**config.mk**
```make
export PLATFORM = sky130hd
export DESIGN_NAME = shared_register_arbiter
export DESIGN_NICKNAME = d
export VERILOG_FILES = /design/src/rtl/shared_reg_arb_pkg.sv /design/src/rtl/rr_priority_picker.sv /design/src/rtl/shared_register_arbiter.sv
export SDC_FILE = /design/constraint.sdc
export NUM_CORES = 1
export LEC_CHECK = 0
export ABC_CLOCK_PERIOD_IN_PS = 4080
export CAP_MARGIN = 20
export CORE_UTILIZATION = 25
export CTS_CLUSTER_SIZE = 40
export DETAILED_ROUTE_END_ITERATION = 8
export DONT_BUFFER_PORTS = 1
export PLACE_DENSITY = 0.46
export REMOVE_ABC_BUFFERS = 1
export SLEW_MARGIN = 5
export SYNTH_ARGS = -nofsm -noshare
export SYNTH_HDL_FRONTEND = slang
export SYNTH_HIERARCHICAL = 1
export SYNTH_SLANG_ARGS = --single-unit
```
**constraint.sdc**
```tcl
create_clock -name clk -period 4.08 [get_ports clk]
set_clock_uncertainty 0.15 [all_clocks]
set_input_delay 1.02 -clock clk [delete_from_list [all_inputs] [get_ports clk]]
set_output_delay 1.02 -clock clk [all_outputs]
set_load 0.05 [all_outputs]
```
**src/rtl/shared_reg_arb_pkg.sv**
```systemverilog
// Shared types and defaults for the shared-register arbiter.
// Pure declarations: no latency and no flow control of its own.
package shared_reg_arb_pkg;

   typedef enum logic [1:0] {
      IDLE = 2'd0,
      LOAD = 2'd1,
      ACK  = 2'd2
   } state_t;

   localparam int DEF_NREQ  = 4;
   localparam int DEF_WIDTH = 16;

endpackage

```
**src/rtl/rr_priority_picker.sv**
```systemverilog
// Combinational round-robin picker: first set req at or after ptr, wrapping.
// Zero latency; no backpressure, the caller decides when to use idx.
module rr_priority_picker #(
   parameter  int NREQ = 4,
   localparam int IDW  = $clog2(NREQ)
) (
   input  logic [NREQ-1:0] req,
   input  logic [IDW-1:0]  ptr,
   output logic            any,
   output logic [IDW-1:0]  idx
);

   logic [2*NREQ-1:0] w_dbl;
   logic [IDW:0]      w_pos;
   logic [IDW:0]      w_wrap;

   assign w_dbl = {req, req};
   assign any   = |req;

   // Scan downward so the closest set bit after ptr is the last one written.
   always_comb begin
      w_pos  = '0;
      w_wrap = '0;
      idx    = '0;
      for (int j = NREQ - 1; j >= 0; j--) begin
         w_pos = {1'b0, ptr} + (IDW + 1)'(j);
         if (w_dbl[w_pos]) begin
            w_wrap = (w_pos >= (IDW + 1)'(NREQ)) ? w_pos - (IDW + 1)'(NREQ) : w_pos;
            idx    = IDW'(w_wrap);
         end
      end
   end

endmodule

```
**src/rtl/shared_register_arbiter.sv**
```systemverilog
// Round-robin load sequencer for one shared register: IDLE grant, LOAD, one-cycle ACK.
// Three cycles per write; requesters hold req/data until their ack pulse.
module shared_register_arbiter
   import shared_reg_arb_pkg::*;
#(
   parameter  int NREQ  = DEF_NREQ,
   parameter  int WIDTH = DEF_WIDTH,
   localparam int IDW   = $clog2(NREQ)
) (
   input  logic                  clk,
   input  logic                  rst,
   input  logic [NREQ-1:0]       req,
   input  logic [NREQ*WIDTH-1:0] data_in,
   output logic [NREQ-1:0]       ack,
   output logic [WIDTH-1:0]      reg_out,
   output logic [IDW-1:0]        owner,
   output logic                  owner_valid,
   output logic                  busy
);

   state_t           r_state;
   state_t           w_state_nxt;
   logic [IDW-1:0]   r_ptr;
   logic [IDW-1:0]   r_grant;
   logic [IDW-1:0]   r_owner;
   logic             r_owner_valid;
   logic [WIDTH-1:0] r_reg;
   logic [WIDTH-1:0] w_word;
   logic [IDW-1:0]   w_pick;
   logic             w_any;
   logic             w_grab;
   logic             w_ld;
   logic             w_ack_st;

   rr_priority_picker #(.NREQ(NREQ)) u_picker (
      .req (req),
      .ptr (r_ptr),
      .any (w_any),
      .idx (w_pick)
   );

   always_ff @(posedge clk) begin
      if (!rst) r_state <= IDLE;
      else      r_state <= w_state_nxt;
   end

   always_comb begin
      w_state_nxt = IDLE;
      w_grab      = 1'b0;
      w_ld        = 1'b0;
      w_ack_st    = 1'b0;
      case (r_state)
         IDLE: begin
            w_grab = w_any;
            if (w_any) w_state_nxt = LOAD;
         end
         LOAD: begin
            w_ld        = 1'b1;
            w_state_nxt = ACK;
         end
         ACK: begin
            w_ack_st    = 1'b1;
            w_state_nxt = IDLE;
         end
         default: w_state_nxt = IDLE;
      endcase
   end

   always_comb begin
      w_word = '0;
      for (int i = 0; i < NREQ; i++) begin
         if (r_grant == IDW'(i)) w_word = data_in[i*WIDTH +: WIDTH];
      end
   end

   always_ff @(posedge clk) begin
      if (!rst) begin
         r_ptr         <= '0;
         r_grant       <= '0;
         r_reg         <= '0;
         r_owner       <= '0;
         r_owner_valid <= 1'b0;
      end else begin
         if (w_grab) r_grant <= w_pick;
         if (w_ld)   r_reg   <= w_word;
         if (w_ack_st) begin
            r_owner       <= r_grant;
            r_owner_valid <= 1'b1;
            r_ptr         <= (r_grant == IDW'(NREQ - 1)) ? '0 : r_grant + 1'b1;
         end
      end
   end

   assign ack         = w_ack_st ? (NREQ'(1) << r_grant) : '0;
   assign busy        = w_ld | w_ack_st;
   assign reg_out     = r_reg;
   assign owner       = r_owner;
   assign owner_valid = r_owner_valid;

endmodule

```
==> flow_summary.yaml, run 1 <==
clock_network:
  numCtsBuffers: 3
  clock_latency_ns: 0.27
  cts-root-buf: "clkbuf_8"
  cts.sinks: 25
  post_cts_buffers: 0
  cts.path.max_buffers: 2
  cts_tree: "done"
  htree_levels: 1
  path_clk_slew_ns: 0.10
  cts_hold_buf: 0
  cts-resized-gates: 0
floorplan:
  die_area_mm2: 0.00757
  start_util: 0.263
  ios: 94
  fp.dieW_um: 87.0
  coreArea_mm2: 0.00687
  die_y_um: 87.0
  row_count: 30
worst_hold_path:
  hold_class: "register to register"
  worstHoldStart: "r_grant[1]"
  hold_end: "r_grant[1]"
  hold_path_depth: 2
global_route:
  grtUsageTotal: 0.127
  grt_max_degree: 27
  overflow: 0
  grt_pass1_vias: 1361
  antenna_found_initial: 0
  grt_pass1_wl_um: 7450
drt:
  routedWlPerCell_um: 18.4
  dr.pass1.iters: 4
  drt-initial-drc-count: 57
  viasPerCell: 5.36
  drc: 0
  ant_nets: 0
  totalWireLength_um: 4890
  vias: 1425
synthesis:
  synth-edff-count: 0
  synth-main-ff-cell: "dfxtp_1"
  syn_inst: 180
  synth_cell_type_count: 45
  yosysWarnings: 6
  netlist_area_mm2: 0.00181
  synthArstFlopShare: 0
  synth-seq-cells: 25
  synth-seq-area-share: 0.277
  syn_area_per_cell_um2: 10.0
sta:
  max_freq_mhz: 349
  period_needed_ns: 2.86
  min_period_over_period: 0.702
  fin_setup_tns_ns: 0
  setup_violations: 0
  worst_slew_pin_slew_ns: 0.937
  slew_headroom: 0.374
  hold_viol: 0
  rsz0062_at_grt: "no"
  slew_viol_final: 0
layout:
  area_growth_syn_to_layout_pct: 2.36
  seqCellArea_um2: 500
  fin_nets: 250
  fin_util: 0.269
  layout_common_cells: "dfxtp_1, o221ai_1, a22oi_2, a21oi_2, a21oi_1"
  antennaDiodeCount: 0
  multi_input_area_mm2: 0.00113
  drive_gt1_frac: 0.241
  layout_commonest_cell: "dfxtp_1"
  fillers: 743
pwr:
  leakagePower_nw: 0.566
  peakVddDrop_uv: 117
  powerDensity_mw_per_mm2: 349
worst_setup_path:
  cp.required_ns: 2.91
  worst-r2r-setup-slack_ns: 1.73
  cp-start-kind: "register"
  timing.rr.end: "reg_out[3]"
  crit_chain: "inv_1 > ha_1 > buf_4 > and2_1"
  path_class: "register to output pin"
  cp_slowest_cell: "and2_1"
  path_max_fanout: 20
  cp.arrival_ns: 1.69
  r2r_cells: 6
  slowest_delay_ns: 0.50
  rr_startpoint: "r_grant[0]"
  cp-end-kind: "output pin"
place:
  hpwl_um: 3540
  portBuffers: 0
  gp_congestion: 0.701
status:
  status: "complete, no violations"
job:
  max-cap-violations: 0
==> cells in the mapped netlist, types with 5 or more instances <==
| library cell | instances | share of area |
|---|---|---|
| buf_2 | 5 | 0.014 |
| a21oi_1 | 10 | 0.028 |
| a22oi_2 | 10 | 0.069 |
| nor2_1 | 7 | 0.015 |
| a21oi_2 | 10 | 0.049 |
| a221oi_1 | 6 | 0.029 |
| a22oi_1 | 5 | 0.021 |
| nor2b_1 | 6 | 0.021 |
| a221oi_2 | 9 | 0.075 |
| o221ai_1 | 15 | 0.073 |
| ha_1 | 9 | 0.062 |
| dfxtp_1 | 25 | 0.28 |
| nand2_1 | 7 | 0.015 |
==> metal layers <==
| layer | part of all wire | wire length (um) | global-route usage | vias to the layer above |
|---|---|---|---|---|
| met5 | 0 | 0 | 0 | - |
| met4 | 0.0049 | 24 | 0.0182 | 0 |
| met3 | 0.074 | 362 | 0.0341 | 2 |
| met2 | 0.46 | 2250 | 0.202 | 51 |
| met1 | 0.46 | 2250 | 0.174 | 682 |
| li1 | - | - | - | 690 |
==> area by class of cell <==
| type | instances | area share |
|---|---|---|
| flip-flops and latches | 25 | 0.271 |
| well taps | 96 | 0.0650 |
| clock inverters | 1 | 0.00474 |
| clock buffers | 3 | 0.0223 |
| inverters | 6 | 0.0149 |
| repair buffers | 3 | 0.0122 |
| multi-input cells | 132 | 0.610 |
==> per-stage QoR <==
step / total power, mW / setup WS [ns] / cell area [um2] / hold WS (ns) / instances
CTS: 0.657 / 1.20 / 1850 / 0.377 / 266
finish: 0.644 / 1.22 / 1850 / 0.382 / 266
global route: 0.685 / 1.10 / 1850 / 0.419 / 266
global placement: 0.492 / 1.54 / 1800 / 0.356 / 262
floorplan: 0.459 / 1.32 / 1660 / 0.330 / 163
detailed placement: 0.493 / 1.53 / 1800 / 0.361 / 262
==> flip-flops by register name (all words and copies together), names as in the netlist <==
| name | count |
|---|---|
| r_grant | 2 |
| owner | 2 |
| r_state | 2 |
| owner_valid | 1 |
| r_ptr | 2 |
| reg_out | 16 |
==> worst max-delay path, delay by kind of cell, from the launching register on <==
| kind | cells | cell delay (ns) |
|---|---|---|
| buffers and inverters | 2 | 0.40 |
| adder cells (fa/ha/maj) | 1 | 0.14 |
| flip-flops | 1 | 0.38 |
| AND/OR/NAND/NOR | 1 | 0.50 |
==> worst max-delay path by stage <==
stage | startpoint | to | slack (ns) | cells past startpoint
final | r_grant[0] | ack[2] | 1.22 | 4
after global routing | r_grant[0] | ack[2] | 1.10 | 4
after CTS | r_grant[0] | ack[2] | 1.20 | 4
after detailed placement | r_grant[0] | ack[2] | 1.53 | 4
after global placement | r_grant[0] | ack[2] | 1.54 | 4
after floorplan | r_grant[0] | ack[2] | 1.32 | 3
==> report_power, final <==
part           internal, mW  switching (mW)  total (mW)
logic                0.0720          0.0902       0.162
clock network        0.0716          0.0875       0.159
registers             0.260          0.0626       0.323
total                 0.404           0.240       0.644
==> cells by family after synthesis <==
family / Yosys count / share of synthesized area
AOI/OAI and AO/OA: 78 / 0.402
xor gates and xnor gates: 1 / 0.00485
adders and majority gates: 9 / 0.0624
buffers and inverters: 23 / 0.0984
DFF: 25 / 0.277
muxes: 4 / 0.0222
and+or+nand+nor: 40 / 0.133
(Power assumes the default switching activity.)
==> run 2: changes to the inputs <==
--- a/config.mk
+++ b/config.mk
@@ -5,13 +5,13 @@
 export SDC_FILE = /design/constraint.sdc
 export NUM_CORES = 1
 export LEC_CHECK = 0
-export ABC_CLOCK_PERIOD_IN_PS = 4080
+export ABC_CLOCK_PERIOD_IN_PS = 2600
 export CAP_MARGIN = 20
 export CORE_UTILIZATION = 25
 export CTS_CLUSTER_SIZE = 40
 export DETAILED_ROUTE_END_ITERATION = 8
 export DONT_BUFFER_PORTS = 1
-export PLACE_DENSITY = 0.46
+export PLACE_DENSITY = 0.48
 export REMOVE_ABC_BUFFERS = 1
 export SLEW_MARGIN = 5
 export SYNTH_ARGS = -nofsm -noshare
==> constraint.sdc (replaced) <==
create_clock -name clk -period 2.6 [get_ports clk]
set_clock_uncertainty 0.15 [all_clocks]
set_input_delay 0.65 -clock clk [delete_from_list [all_inputs] [get_ports clk]]
set_output_delay 0.65 -clock clk [all_outputs]
set_load 0.05 [all_outputs]
==> run 2 against run 1 <==
Global-route usage is essentially flat. Worst hold slack lost 0.036 ns. Core utilization grew 0.84 points.
==> flow_summary.yaml, run 2 (synthesis results as in run 1) <==
status:
  status: "complete, no violations"
worst_setup_path:
  cp-end-kind: "output pin"
  path_max_fanout: 9
  path_class: "register to output pin"
  crit_chain: "inv_1 > ha_1 > and2_1"
  timing.critical_path.buf_inv: 1
  cp-start-kind: "register"
  slowest_delay_ns: 0.51
  cp_top_family: "simple AND/OR/NAND/NOR gates"
  setup.worst_path.start: "r_state[0]"
  cp.arrival_ns: 1.57
  rr_startpoint: "r_ptr[0]"
  cp_slowest_cell: "and2_1"
  cp.required_ns: 1.80
floorplan:
  start_util: 0.263
  fp.dieW_um: 87.0
  die_area_mm2: 0.00757
  ios: 94
  row_count: 30
  coreArea_mm2: 0.00687
  die_y_um: 87.0
clock_network:
  cts-resized-gates: 0
  post_cts_buffers: 0
  cts_tree: "done"
  numCtsBuffers: 3
  cts.sinks: 25
  cts-root-buf: "clkbuf_8"
  htree_levels: 1
  clock_latency_ns: 0.27
  cts_hold_buf: 0
  path_clk_slew_ns: 0.09
  cts.path.max_buffers: 2
global_route:
  overflow: 0
  grt_pass1_wl_um: 7330
  grt_use_met3: 0.0436
  antenna_found_initial: 0
  grtUsageTotal: 0.127
  grt_max_degree: 27
  grt_use_met1: 0.154
  grt_use_met2: 0.223
  grt_pass1_vias: 1375
  busiest_layer: "met2"
layout:
  seqCellArea_um2: 500
  fin_util: 0.277
  antennaDiodeCount: 0
  fin_nets: 255
  fillers: 731
  multi_input_area_mm2: 0.00113
  finalInstanceArea_mm2: 0.00191
  area_growth_syn_to_layout_pct: 5.54
  layout_commonest_cell: "dfxtp_1"
  largest_reg_flops: 16
  layoutNonFillerInstCount: 271
  layout_common_cells: "dfxtp_1, o221ai_1, a22oi_2, a21oi_2, a21oi_1"
  drive_gt1_frac: 0.257
sta:
  period_needed_ns: 2.37
  slew_viol_final: 0
  setup_ws_ns: 0.227
  timing.hold.ws_ns: 0.345
  slew_headroom: 0.602
  setup_violations: 0
  rsz0062_at_grt: "no"
  fin_setup_tns_ns: 0
  worst_slew_pin_slew_ns: 0.597
  max_freq_mhz: 421
  hold_viol: 0
  min_period_over_period: 0.913
drt:
  drc: 0
  viasPerCell: 5.48
  routedWlPerCell_um: 18.5
  ant_nets: 0
  dr.pass1.iters: 4
  drt-initial-drc-count: 32
  totalWireLength_um: 5010
  vias: 1485
place:
  placed_cells: 267
  gp_congestion: 0.759
  pre_cts_ws_ns: 0.494
  portBuffers: 0
  hpwl_um: 3630
  placed_cell_area_mm2: 0.00186
pwr:
  peakVddDrop_uv: 159
  leakagePower_nw: 0.593
  power_mw: 1.01
  powerDensity_mw_per_mm2: 529
worst_hold_path:
  hold_class: "input port to register"
  worstHoldStart: "rst"
job:
  max-cap-violations: 0
-- run 2: layout make-up --
cell class | count | area share
multi-input cells | 132 | 0.592
flip-flops and latches | 25 | 0.263
well taps | 96 | 0.0630
repair buffers | 8 | 0.0446
clock buffers | 4 | 0.0236
inverters | 6 | 0.0144
-- run 2: layer usage --
| metal | up-vias | routed length, um |
|---|---|---|
| li1 | 695 | - |
| met5 | - | 0 |
| met1 | 720 | 2110 |
| met3 | 2 | 448 |
| met2 | 68 | 2440 |
| met4 | 0 | 19 |
-- run 2: power breakdown --
group          internal, mW  total, mW  switching, mW
Combinational         0.122      0.263          0.142
Clock                 0.110      0.239          0.129
Sequential            0.408      0.507         0.0981
-- run 2: final timing paths --
path	end	slack, ns	cells after the start
worst max register to register	r_grant[0]	0.51	7
worst max-delay path	ack[0]	0.23	3
worst min-delay path	owner_valid	0.35	1
worst min register to register	r_grant[1]	0.39	2
-- run 2: worst reg2reg max path, delay by kind of cell, from the launching register on --
kind | cells | cell delay [ns]
simple gates | 2 | 0.24
compound gates | 4 | 0.69
fa+ha+maj | 1 | 0.35
flops | 1 | 0.59
